**src/rtl/i2s_sample_serializer.sv**
```systemverilog
`timescale 1ns/1ps
// Drains the sample ring buffer at one pull per stereo frame and emits mono-duplicated I2S (MSB first, one-bit LRCLK delay).
// Free-running timing that never stalls on the buffer; define I2S_UNDERRUN_HOLD_EN to repeat the last sample on underrun instead of muting.
module i2s_sample_serializer #(
    parameter int WIDTH    = 16,
    parameter int BCLK_DIV = 4
) (
    input  logic             clk,
    input  logic             rst,
    input  logic             fifo_empty,
    input  logic [WIDTH-1:0] fifo_data,
    output logic             fifo_read,
    output logic             bclk,
    output logic             lrclk,
    output logic             sdata,
    output logic             underrun
);
    localparam int DW    = $clog2(BCLK_DIV);
    localparam int SLOTS = 2 * WIDTH;
    localparam int BW    = $clog2(SLOTS);

    localparam logic [DW-1:0] DIV_LAST    = DW'(BCLK_DIV - 1);
    localparam logic [BW-1:0] SLOT_LAST   = BW'(SLOTS - 1);
    localparam logic [BW-1:0] SLOT_RIGHT  = BW'(WIDTH);
    localparam logic [BW-1:0] LR_HI_FIRST = BW'(WIDTH - 1);

    logic [DW-1:0]    r_div_cnt;
    logic [BW-1:0]    r_bit_cnt;
    logic [WIDTH-1:0] r_sample;
    logic [WIDTH-1:0] r_shift;
    logic             r_cap;

    logic             w_tick;
    logic             w_rise;
    logic             w_fall;
    logic             w_decide;
    logic             w_reload;
    logic [BW-1:0]    w_bit_nxt;
    logic [WIDTH-1:0] w_sample_nxt;

    assign w_tick    = (r_div_cnt == DIV_LAST);
    assign w_rise    = w_tick & ~bclk;
    assign w_fall    = w_tick & bclk;
    assign w_decide  = w_rise & (r_bit_cnt == SLOT_LAST);
    assign w_bit_nxt = (r_bit_cnt == SLOT_LAST) ? '0 : r_bit_cnt + BW'(1);
    assign w_reload  = (w_bit_nxt == '0) || (w_bit_nxt == SLOT_RIGHT);

    // Forwarding the captured word lets slot 0 load it even when capture and the falling edge coincide (BCLK_DIV=2).
    always_comb begin
        w_sample_nxt = r_sample;
        if (r_cap) begin
            w_sample_nxt = fifo_data;
        end else if (underrun) begin
`ifdef I2S_UNDERRUN_HOLD_EN
            w_sample_nxt = r_sample;
`else
            w_sample_nxt = '0;
`endif
        end
    end

    always_ff @(posedge clk) begin
        if (rst) begin
            r_div_cnt <= '0;
            r_bit_cnt <= SLOT_LAST;
            r_sample  <= '0;
            r_shift   <= '0;
            r_cap     <= 1'b0;
            bclk      <= 1'b0;
            lrclk     <= 1'b0;
            sdata     <= 1'b0;
            fifo_read <= 1'b0;
            underrun  <= 1'b0;
        end else begin
            r_div_cnt <= w_tick ? '0 : r_div_cnt + DW'(1);
            r_cap     <= fifo_read;
            r_sample  <= w_sample_nxt;
            fifo_read <= w_decide & ~fifo_empty;
            underrun  <= w_decide & fifo_empty;
            if (w_tick) begin
                bclk <= ~bclk;
            end
            if (w_fall) begin
                r_bit_cnt <= w_bit_nxt;
                lrclk     <= (w_bit_nxt >= LR_HI_FIRST) && (w_bit_nxt != SLOT_LAST);
                // Each channel restarts from the full sample so the right slot repeats the left.
                if (w_reload) begin
                    r_shift <= w_sample_nxt;
                    sdata   <= w_sample_nxt[WIDTH-1];
                end else begin
                    r_shift <= r_shift << 1;
                    sdata   <= r_shift[WIDTH-2];
                end
            end
        end
    end

endmodule

```
**config.mk**
```make
export PLATFORM = sky130hd
export DESIGN_NAME = i2s_sample_serializer
export DESIGN_NICKNAME = d
export VERILOG_FILES = /design/src/rtl/i2s_sample_serializer.sv
export SDC_FILE = /design/constraint.sdc
export NUM_CORES = 1
export LEC_CHECK = 0
export ABC_CLOCK_PERIOD_IN_PS = 3450
export CAP_MARGIN = 20
export CORE_ASPECT_RATIO = 1.4
export CORE_MARGIN = 10
export CORE_UTILIZATION = 45
export CTS_CLUSTER_SIZE = 25
export DETAILED_ROUTE_END_ITERATION = 10
export PLACE_DENSITY = 0.7
export SLEW_MARGIN = 10
export SYNTH_ARGS = -nofsm -noshare
export SYNTH_HDL_FRONTEND = slang
export SYNTH_SLANG_ARGS = --single-unit
```
**constraint.sdc**
```tcl
create_clock -name clk -period 3.45 [get_ports clk]
set_input_delay 0.8625 -clock clk [delete_from_list [all_inputs] [get_ports clk]]
set_output_delay 0.8625 -clock clk [all_outputs]
set_load 0.01 [all_outputs]
```
==> results.yml, run 1 <==
outcome:
  status: "finished, final reports clean"
cells_and_area:
  drive_gt1_share_pct: 11.06
  instances_no_fill: 286
  final_nets: 250
  antenna_cells: 0
  syn2layout_area_growth_pct: 17.27
  final_util_pct: 54.52
cts:
  clk_pin_slew_ns: 0.08
  cts_tree: "built"
  post_cts_resized: 0
  clkSinkCount: 44
  cts_max_path_buffers: 2
  h-tree-depth: 2
  holdBufCountCts: 0
  postCtsSetupRepairBufs: 0
  cts_buffers: 5
  worstSkewPairLatency_ns: 0.29
  clockRootBuffer: "clkbuf_8"
sta:
  fin_ws_ns: 0.9119
  max_slew.worst_pin.slew_ns: 0.8919
  fin_setup_tns_ns: 0
  slew_headroom_pct: 40.32
  rsz0062_at_grt: "false"
  drv_slew: 0
  timing.fmax_ghz: 0.3940
  fin_crit_sh_pct: 73.57
  fin_worst_skew_ns: 0.006135
  finalHoldViolations: 0
  final-setup-viol-count: 0
  period_minus_slack_ns: 2.538
power:
  p_total_uw: 921.5
  ir_worst_vdd_mv: 0.2764
  power_leakage_nw: 0.8493
  power.density_nw_per_um2: 398.7
route:
  drc: 0
  drt_first_iter_violations: 156
  wl_per_cell_um: 14.39
  via_per_inst: 5.367
  vias: 1535
  ant_nets: 0
  drtPass1Iterations: 4
  wl_mm: 4.116
placement:
  place_ws_ns: 0.9301
  place_inst: 279
  port_buffers: 23
  place_hpwl_mm: 2.743
  gp_congestion: 0.7990
logic_synthesis:
  syn_avg_cell_area_um2: 9.429
  synth_seq_cells: 44
  async_flop_share_pct: 0
  ys.flop_type: "dfxtp_1"
  netlist_area_um2: 1971
  synthTopCellsByArea: "dfxtp_1 45%, o211ai_2 6.3%, nand2_1 5.7%"
  yosysWarnings: 0
  synth_edf_count: 0
  ys_types: 41
  synthesis.nets: 233
  synthCells: 209
  yosysSeqAreaShare_pct: 44.70
  yosysTopAreaCellShare_pct: 44.70
  synth_top_area_cell: "dfxtp_1"
global_route:
  grt_max_degree: 32
  busiest_layer: "met2"
  antenna_found_initial: 0
  grt_util_met3_pct: 2.936
  grt_pass1_vias: 1515
  grt_overflow_total: 0
  grt_util_met1_pct: 13.09
  grtUsageTotal_pct: 11.37
  grt_pass1_wl_mm: 7.058
  grtUsageMet2_pct: 18.83
critical_path:
  critPathArrivalTime_ns: 2.70
  start_kind: "flop"
  crit_fanout: 18
  cp-end-kind: "flop"
  required_ns: 3.61
  crit_type: "flop to flop"
floorplanning:
  die-area_um2: 7464
  core-area_um2: 4239
  die_h_um: 98.30
  num_rows: 28
  io_pins: 24
  die-width_um: 75.93
  start_util_pct: 46.49
run:
  drv_cap: 0
hold_path:
  hold_path.class: "flop to flop"
-- kinds of logic (layout without fill, tap and decap cells) --
family | count (synthesis) | after routing | synth area share (%)
AND/OR/NAND/NOR | 90 | 90 | 23.37
adder cells (fa/ha/maj) | 5 | 5 | 3.175
AO/OA/AOI/OAI | 49 | 49 | 22.09
multiplexers | 1 | 1 | 1.143
XOR/XNOR | 2 | 2 | 0.8891
buffers and inverters | 18 | 35 | 4.635
flip-flops | 44 | 44 | 44.70
-- registers in the layout (all words and copies together), names as in the netlist --
name       cells
underrun       1
r_sample      16
r_div_cnt      2
bclk           1
fifo_read      1
lrclk          1
r_bit_cnt      5
r_shift       15
r_cap          1
sdata          1
-- cell usage in the layout, fill, tap and decap left out, types with 2 or more instances in the layout --
cell type	n
a211o_1	4
a211oi_1	2
a21oi_1	2
a22o_1	8
a22oi_1	7
a311oi_1	2
buf_4	3
clkbuf_8	7
clkdlybuf4s50_1	23
dfxtp_1	44
ha_1	5
inv_1	2
nand2_1	30
nand4_1	9
nand4b_1	5
nor2_1	21
nor2b_1	12
nor3_1	2
o211ai_1	3
o211ai_2	10
o21ai_0	3
o21bai_1	4
xnor2_1	2
-- routing by layer --
layer / vias up / routed length (um)
met1: 726 / 1839
met5: - / 0
met2: 21 / 2067
met3: 11 / 114
met4: 0 / 94
li1: 777 / -
-- cell usage after synthesis, drive strengths merged (3+ instances only) --
cell type	count
a22o	8
o21bai	4
ha	5
nand2	30
o21ai	3
a22oi	7
dfxtp	44
o211ai	13
clkbuf	9
buf	7
nand4	9
a211o	4
nor2b	12
nand4b	5
nor2	22
-- layout make-up --
class	instances	area, um^2
multi-input combinational	147	998.5
inverter	2	7.507
tap	60	75.07
fill	392	1928
sequential	44	880.8
clock buffer	7	96.34
timing repair buffer	26	252.7
-- through the flow --
step	hold slack (ns)	instance area, um^2
6_report	0.4281	2311
5_1_grt	0.4621	2311
4_1_cts	0.4351	2311
3_5_place_dp	0.4236	2215
3_3_place_gp	0.4132	2215
2_1_floorplan	0.4043	1971
-- report_power, final --
group          internal, mW  leakage (nW)  switching [mW]
Sequential            0.514         0.355         0.00447
Combinational        0.0328         0.444          0.0260
Clock                 0.178        0.0503           0.166
Total                 0.725         0.849           0.196
-- critical path, stage by stage, from the launching register on --
cell and delay (ns):
dfxtp_1 0.49, ha_1 0.28, and3_1 0.17, ha_1 0.34, nor2_1 0.11, mux2i_4 0.48
and2_4 0.40, a311oi_1 0.12
-- worst paths after layout --
path / slack (ns) / endpoint / depth (start not counted) / startpoint
worst min-delay path: 0.43 / r_div_cnt[0] / 1 / r_div_cnt[0]
worst max-delay path: 0.91 / r_shift[14] / 7 / r_bit_cnt[0]
worst min register to register: 0.43 / r_div_cnt[0] / 1 / r_div_cnt[0]
worst max register to register: 0.91 / r_shift[14] / 7 / r_bit_cnt[0]
(Power assumes the default switching activity.)
==> run 2: changes to the inputs <==
Settings changed: ABC_CLOCK_PERIOD_IN_PS 3450 to 2300, PLACE_DENSITY 0.7 to 0.72.
Clock period 3.45 ns to 2.3 ns, I/O delays scaled along.
==> run 2 against run 1 <==
- core utilization up 0.92 points
- via count up 4.2%
- critical path type unchanged
- critical path depth up 1
- cell area up 1.7%
- hold slack better by 0.0065 ns
- register-to-register slack worse by 0.67 ns
- sequential power up 50%
==> results.yml, run 2 (synthesis results as in run 1) <==
global_route:
  grt_pass1_wl_mm: 7.320
  grt_overflow_total: 0
  grt_max_degree: 27
  grt_util_met3_pct: 3.211
  grtUsageTotal_pct: 11.69
  grt_pass1_vias: 1600
  grt_util_met1_pct: 13.13
  antenna_found_initial: 0
  busiest_layer: "met2"
  grtUsageMet2_pct: 19.42
sta:
  fin_setup_tns_ns: 0
  finalHoldViolations: 0
  timing.fmax_ghz: 0.4862
  fin_worst_skew_ns: 0.004264
  period_minus_slack_ns: 2.057
  drv_slew: 0
  hold_ws_ns: 0.4346
  max_slew.worst_pin.slew_ns: 0.8362
  slew_headroom_pct: 44.05
  fin_crit_sh_pct: 89.42
  final-setup-viol-count: 0
  rsz0062_at_grt: "false"
outcome:
  status: "finished, final reports clean"
cells_and_area:
  reg_top3: "r_sample (16), r_shift (15), r_bit_cnt (5)"
  final_util_pct: 55.43
  final_cell_mix: "42 x dfxtp_1, 30 x nand2_1, 23 x clkdlybuf4s50_1"
  final_common_cell: "dfxtp_1"
  antenna_cells: 0
  area.sequential_um2: 883.3
  multiInputGateArea_um2: 1001
  drive_gt1_share_pct: 14.59
  nFillCells: 391
  final_nets: 257
  top_register: "r_sample"
  syn2layout_area_growth_pct: 19.24
  largest_reg_flops: 16
critical_path:
  crit_start: "r_bit_cnt[0]"
  cp-end-kind: "flop"
  critPathArrivalTime_ns: 2.26
  reg2reg_from: "r_bit_cnt[0]"
  crit_fanout: 9
  start_kind: "flop"
  required_ns: 2.50
  crit_type: "flop to flop"
power:
  p_sw_uw: 288.0
  ir_worst_vdd_mv: 0.4166
  power_leakage_nw: 0.8697
  clkPwrFrac_pct: 34.0
  p_seq_share_pct: 58.9
  p_total_mw: 1.318
  swShare_pct: 21.84
  power_frac_comb_pct: 7.1
  internal_power_mw: 1.030
  power.density_nw_per_um2: 561.1
route:
  drtPass1Iterations: 4
  drc: 0
  wl_per_cell_um: 14.25
  drt_first_iter_violations: 142
  wl_mm: 4.176
  vias: 1600
  via_per_inst: 5.461
  ant_nets: 0
floorplanning:
  die-area_um2: 7464
  num_rows: 28
  io_pins: 24
  die-width_um: 75.93
  core-area_um2: 4239
  start_util_pct: 46.49
  die_h_um: 98.30
cts:
  cts_max_path_buffers: 2
  worstSkewPairLatency_ns: 0.29
  cts_tree: "built"
  postCtsSetupRepairBufs: 0
  clk_pin_slew_ns: 0.07
  cts_buffers: 5
  h-tree-depth: 2
  holdBufCountCts: 0
  clkSinkCount: 44
  clockRootBuffer: "clkbuf_8"
placement:
  gp_congestion: 0.8087
  place_hpwl_mm: 2.958
  port_buffers: 23
run:
  drv_cap: 0
hold_path:
  hold_path.class: "flop to flop"
  holdCritStartpoint: "r_div_cnt[0]"
[run 2: worst max-delay path, stage by stage, from the launching register on]
cell,delay [ns]
dfxtp_2,0.41
ha_2,0.24
and3_1,0.17
ha_1,0.23
nor2_1,0.09
mux2i_4,0.26
buf_4,0.22
a211oi_1,0.08
a311oi_1,0.26
[run 2: per-layer routing]
layer / vias to the layer above / part of all wire [%]
met5: - / 0
met4: 0 / 2.7
met3: 10 / 3.6
met2: 29 / 51
met1: 767 / 43
li1: 794 / -
[run 2: layout make-up]
class                           instances  area share [%]
Clock inverter                          1          0.2130
Sequential cell                        44           37.59
Multi-Input combinational cell        147           42.60
Timing Repair Buffer                   33           12.99
Clock buffer                            6           3.088
Inverter                                2          0.3195
Tap cell                               60           3.195
[run 2: final timing paths]
path                   to  slack, ns  depth (start not counted)
max           r_shift[14]       0.24                          8
min reg2reg  r_div_cnt[0]       0.43                          1
min          r_div_cnt[0]       0.43                          1
max reg2reg   r_shift[14]       0.24                          8
[run 2: through the flow]
| stage | instances | setup slack, ns | area [um^2] |
|---|---|---|---|
| 2_1_floorplan | 209 | 0.2476 | 1971 |
| 3_3_place_gp | 286 | 0.1495 | 2267 |
| 3_5_place_dp | 286 | 0.1332 | 2267 |
| 4_1_cts | 293 | 0.1087 | 2345 |
| 5_1_grt | 293 | 0.03199 | 2350 |
| 6_report | 293 | 0.2434 | 2350 |
[run 2: repair_timing]
action / 4_1_cts / 5_1_grt
hold endpoints to repair: 0 / 0
setup endpoints to repair: 0 / 13
gates resized for setup: 0 / 3
[run 2: power groups by stage]
stage                     registers (mW)  logic [mW]  clock network [mW]
after global placement             0.794      0.0934                   0
final                              0.777      0.0933               0.448
after global routing               0.778       0.103               0.496
after floorplan                    0.795      0.0436                   0
after detailed placement           0.795      0.0942                   0
after CTS                          0.777      0.0944               0.468
==> run 3: changes to the inputs <==
Settings changed: CORE_MARGIN 10 to 2.
==> run 3 against run 2 <==
- combinational power shrank 0.8%
- hold slack lost 0.0055 ns
- critical path depth is the same
- fmax shrank 0.72%
- largest power group unchanged
- sequential share of layout area shrank 0.37 points
- clock skew grew 0.0041 ns
- sequential power is essentially flat
- sequential cell count is the same
- highest routed layer unchanged
- global-route usage grew 6.5 points
- largest cell class unchanged
- cell count shrank 5.1%
- setup slack lost 0.015 ns
- clock-buffer cell count grew 1
==> results.yml, run 3 (synthesis results as in run 1) <==
floorplanning:
  die-width_um: 59.93
  die-area_um2: 4932
  num_rows: 28
  io_pins: 24
  die_h_um: 82.30
  start_util_pct: 46.88
  core-area_um2: 4204
critical_path:
  cp-end-kind: "flop"
  reg2reg_from: "r_bit_cnt[1]"
  crit_type: "flop to flop"
  required_ns: 2.53
  start_kind: "flop"
  rr_worst_depth: 8
  critPathArrivalTime_ns: 2.30
  r2r-end: "r_shift[0]"
  crit_fanout: 8
  ff2ff_setup_slack_ns: 0.23
sta:
  finalHoldViolations: 0
  final-setup-viol-count: 0
  drv_slew: 0
  max_slew.worst_pin.slew_ns: 0.7965
  slew_headroom_pct: 46.70
  fin_crit_sh_pct: 90.07
  fin_ws_ns: 0.2284
  rsz0062_at_grt: "false"
  fin_worst_skew_ns: 0.008357
  period_minus_slack_ns: 2.072
  fin_setup_tns_ns: 0
  timing.fmax_ghz: 0.4827
  hold_ws_ns: 0.4290
hold_path:
  hold_path_depth: 1
  hold_path.class: "flop to flop"
  hold_end: "r_div_cnt[0]"
  holdCritStartpoint: "r_div_cnt[0]"
cts:
  cts_tree: "built"
  cts_buffers: 5
  cts_max_path_buffers: 2
  clkSinkCount: 44
  worstSkewPairLatency_ns: 0.29
  h-tree-depth: 2
  clk_pin_slew_ns: 0.08
  clockRootBuffer: "clkbuf_8"
  holdBufCountCts: 0
cells_and_area:
  reg_top3: "r_sample (16), r_shift (15), r_bit_cnt (5)"
  antenna_cells: 0
  syn2layout_area_growth_pct: 20.25
  top_register: "r_sample"
  drive_gt1_share_pct: 14.16
  nFillCells: 391
  final_nets: 256
  final_cell_mix: "43 x dfxtp_1, 30 x nand2_1, 23 x clkdlybuf4s50_1"
  final_common_cell: "dfxtp_1"
  largest_reg_flops: 16
  final_util_pct: 56.37
placement:
  place_hpwl_mm: 2.663
  place_ws_ns: 0.1630
  gp_congestion: 0.7678
  port_buffers: 23
outcome:
  status: "finished, final reports clean"
route:
  via_per_inst: 5.594
  drt_first_iter_violations: 66
  drc: 0
  wl_per_cell_um: 14.26
  wl_mm: 3.965
  vias: 1555
  drtPass1Iterations: 4
  ant_nets: 0
global_route:
  grt_overflow_total: 0
  grtUsageTotal_pct: 18.17
  grt_pass1_wl_mm: 6.734
  antenna_found_initial: 0
  grt_pass1_vias: 1488
  grt_max_degree: 27
power:
  power.density_nw_per_um2: 636.3
  ir_worst_vdd_mv: 0.3454
  power_leakage_nw: 0.8906
run:
  drv_cap: 0
==> run 3: worst max-delay path by stage <==
stage,start,end,slack [ns],cells after the start
final,r_bit_cnt[1],r_shift[0],0.23,8
after global routing,r_bit_cnt[1],r_shift[0],0.01,8
after CTS,r_bit_cnt[0],r_shift[14],0.15,7
after detailed placement,r_bit_cnt[0],r_shift[14],0.16,7
after global placement,r_bit_cnt[0],sdata,0.27,7
after floorplan,r_bit_cnt[0],r_shift[4],0.25,10
==> run 3: power by group <==
group,switching [mW],internal (mW)
Clock,0.256,0.383
Sequential,0.00559,0.771
Combinational,0.0407,0.0520
Total,0.302,1.21
==> run 3: area by class of cell <==
| cell class | count | area, um^2 | share of cell area (%) |
|---|---|---|---|
| Inverter | 2 | 7.507 | 0.3168 |
| Clock buffer | 7 | 96.34 | 4.065 |
| Timing Repair Buffer | 31 | 290.3 | 12.25 |
| Tap cell | 45 | 56.30 | 2.376 |
| Multi-Input combinational cell | 148 | 1007 | 42.50 |
| Clock inverter | 1 | 30.03 | 1.267 |
| Sequential cell | 44 | 882.1 | 37.22 |
==> run 3: critical path: stages, from the launching register on <==
cell	delay (ns)
dfxtp_1	0.45
ha_1	0.27
and3_1	0.18
ha_1	0.26
nor2_1	0.10
mux2i_4	0.28
buf_4	0.22
nand4b_1	0.10
a21oi_1	0.15
==> run 3: what timing repair did <==
action                                  CTS  global route
gates resized for setup                   0             2
endpoints found under the setup margin    0            14
buffers inserted                          0             0
==> run 3: per-layer routing <==
metal,share of wire (%),track usage [%]
met1,45,22.01
met2,49,29.13
met3,2.9,4.829
met4,2.5,9.333
met5,0,0
==> run 3: through the flow <==
step | std cells | power (mW) | cell area (um^2)
CTS | 277 | 1.523 | 2360
floorplan | 209 | 0.8383 | 1971
finish | 278 | 1.508 | 2370
global placement | 269 | 0.8858 | 2233
detailed placement | 269 | 0.8873 | 2233
global route | 278 | 1.569 | 2370
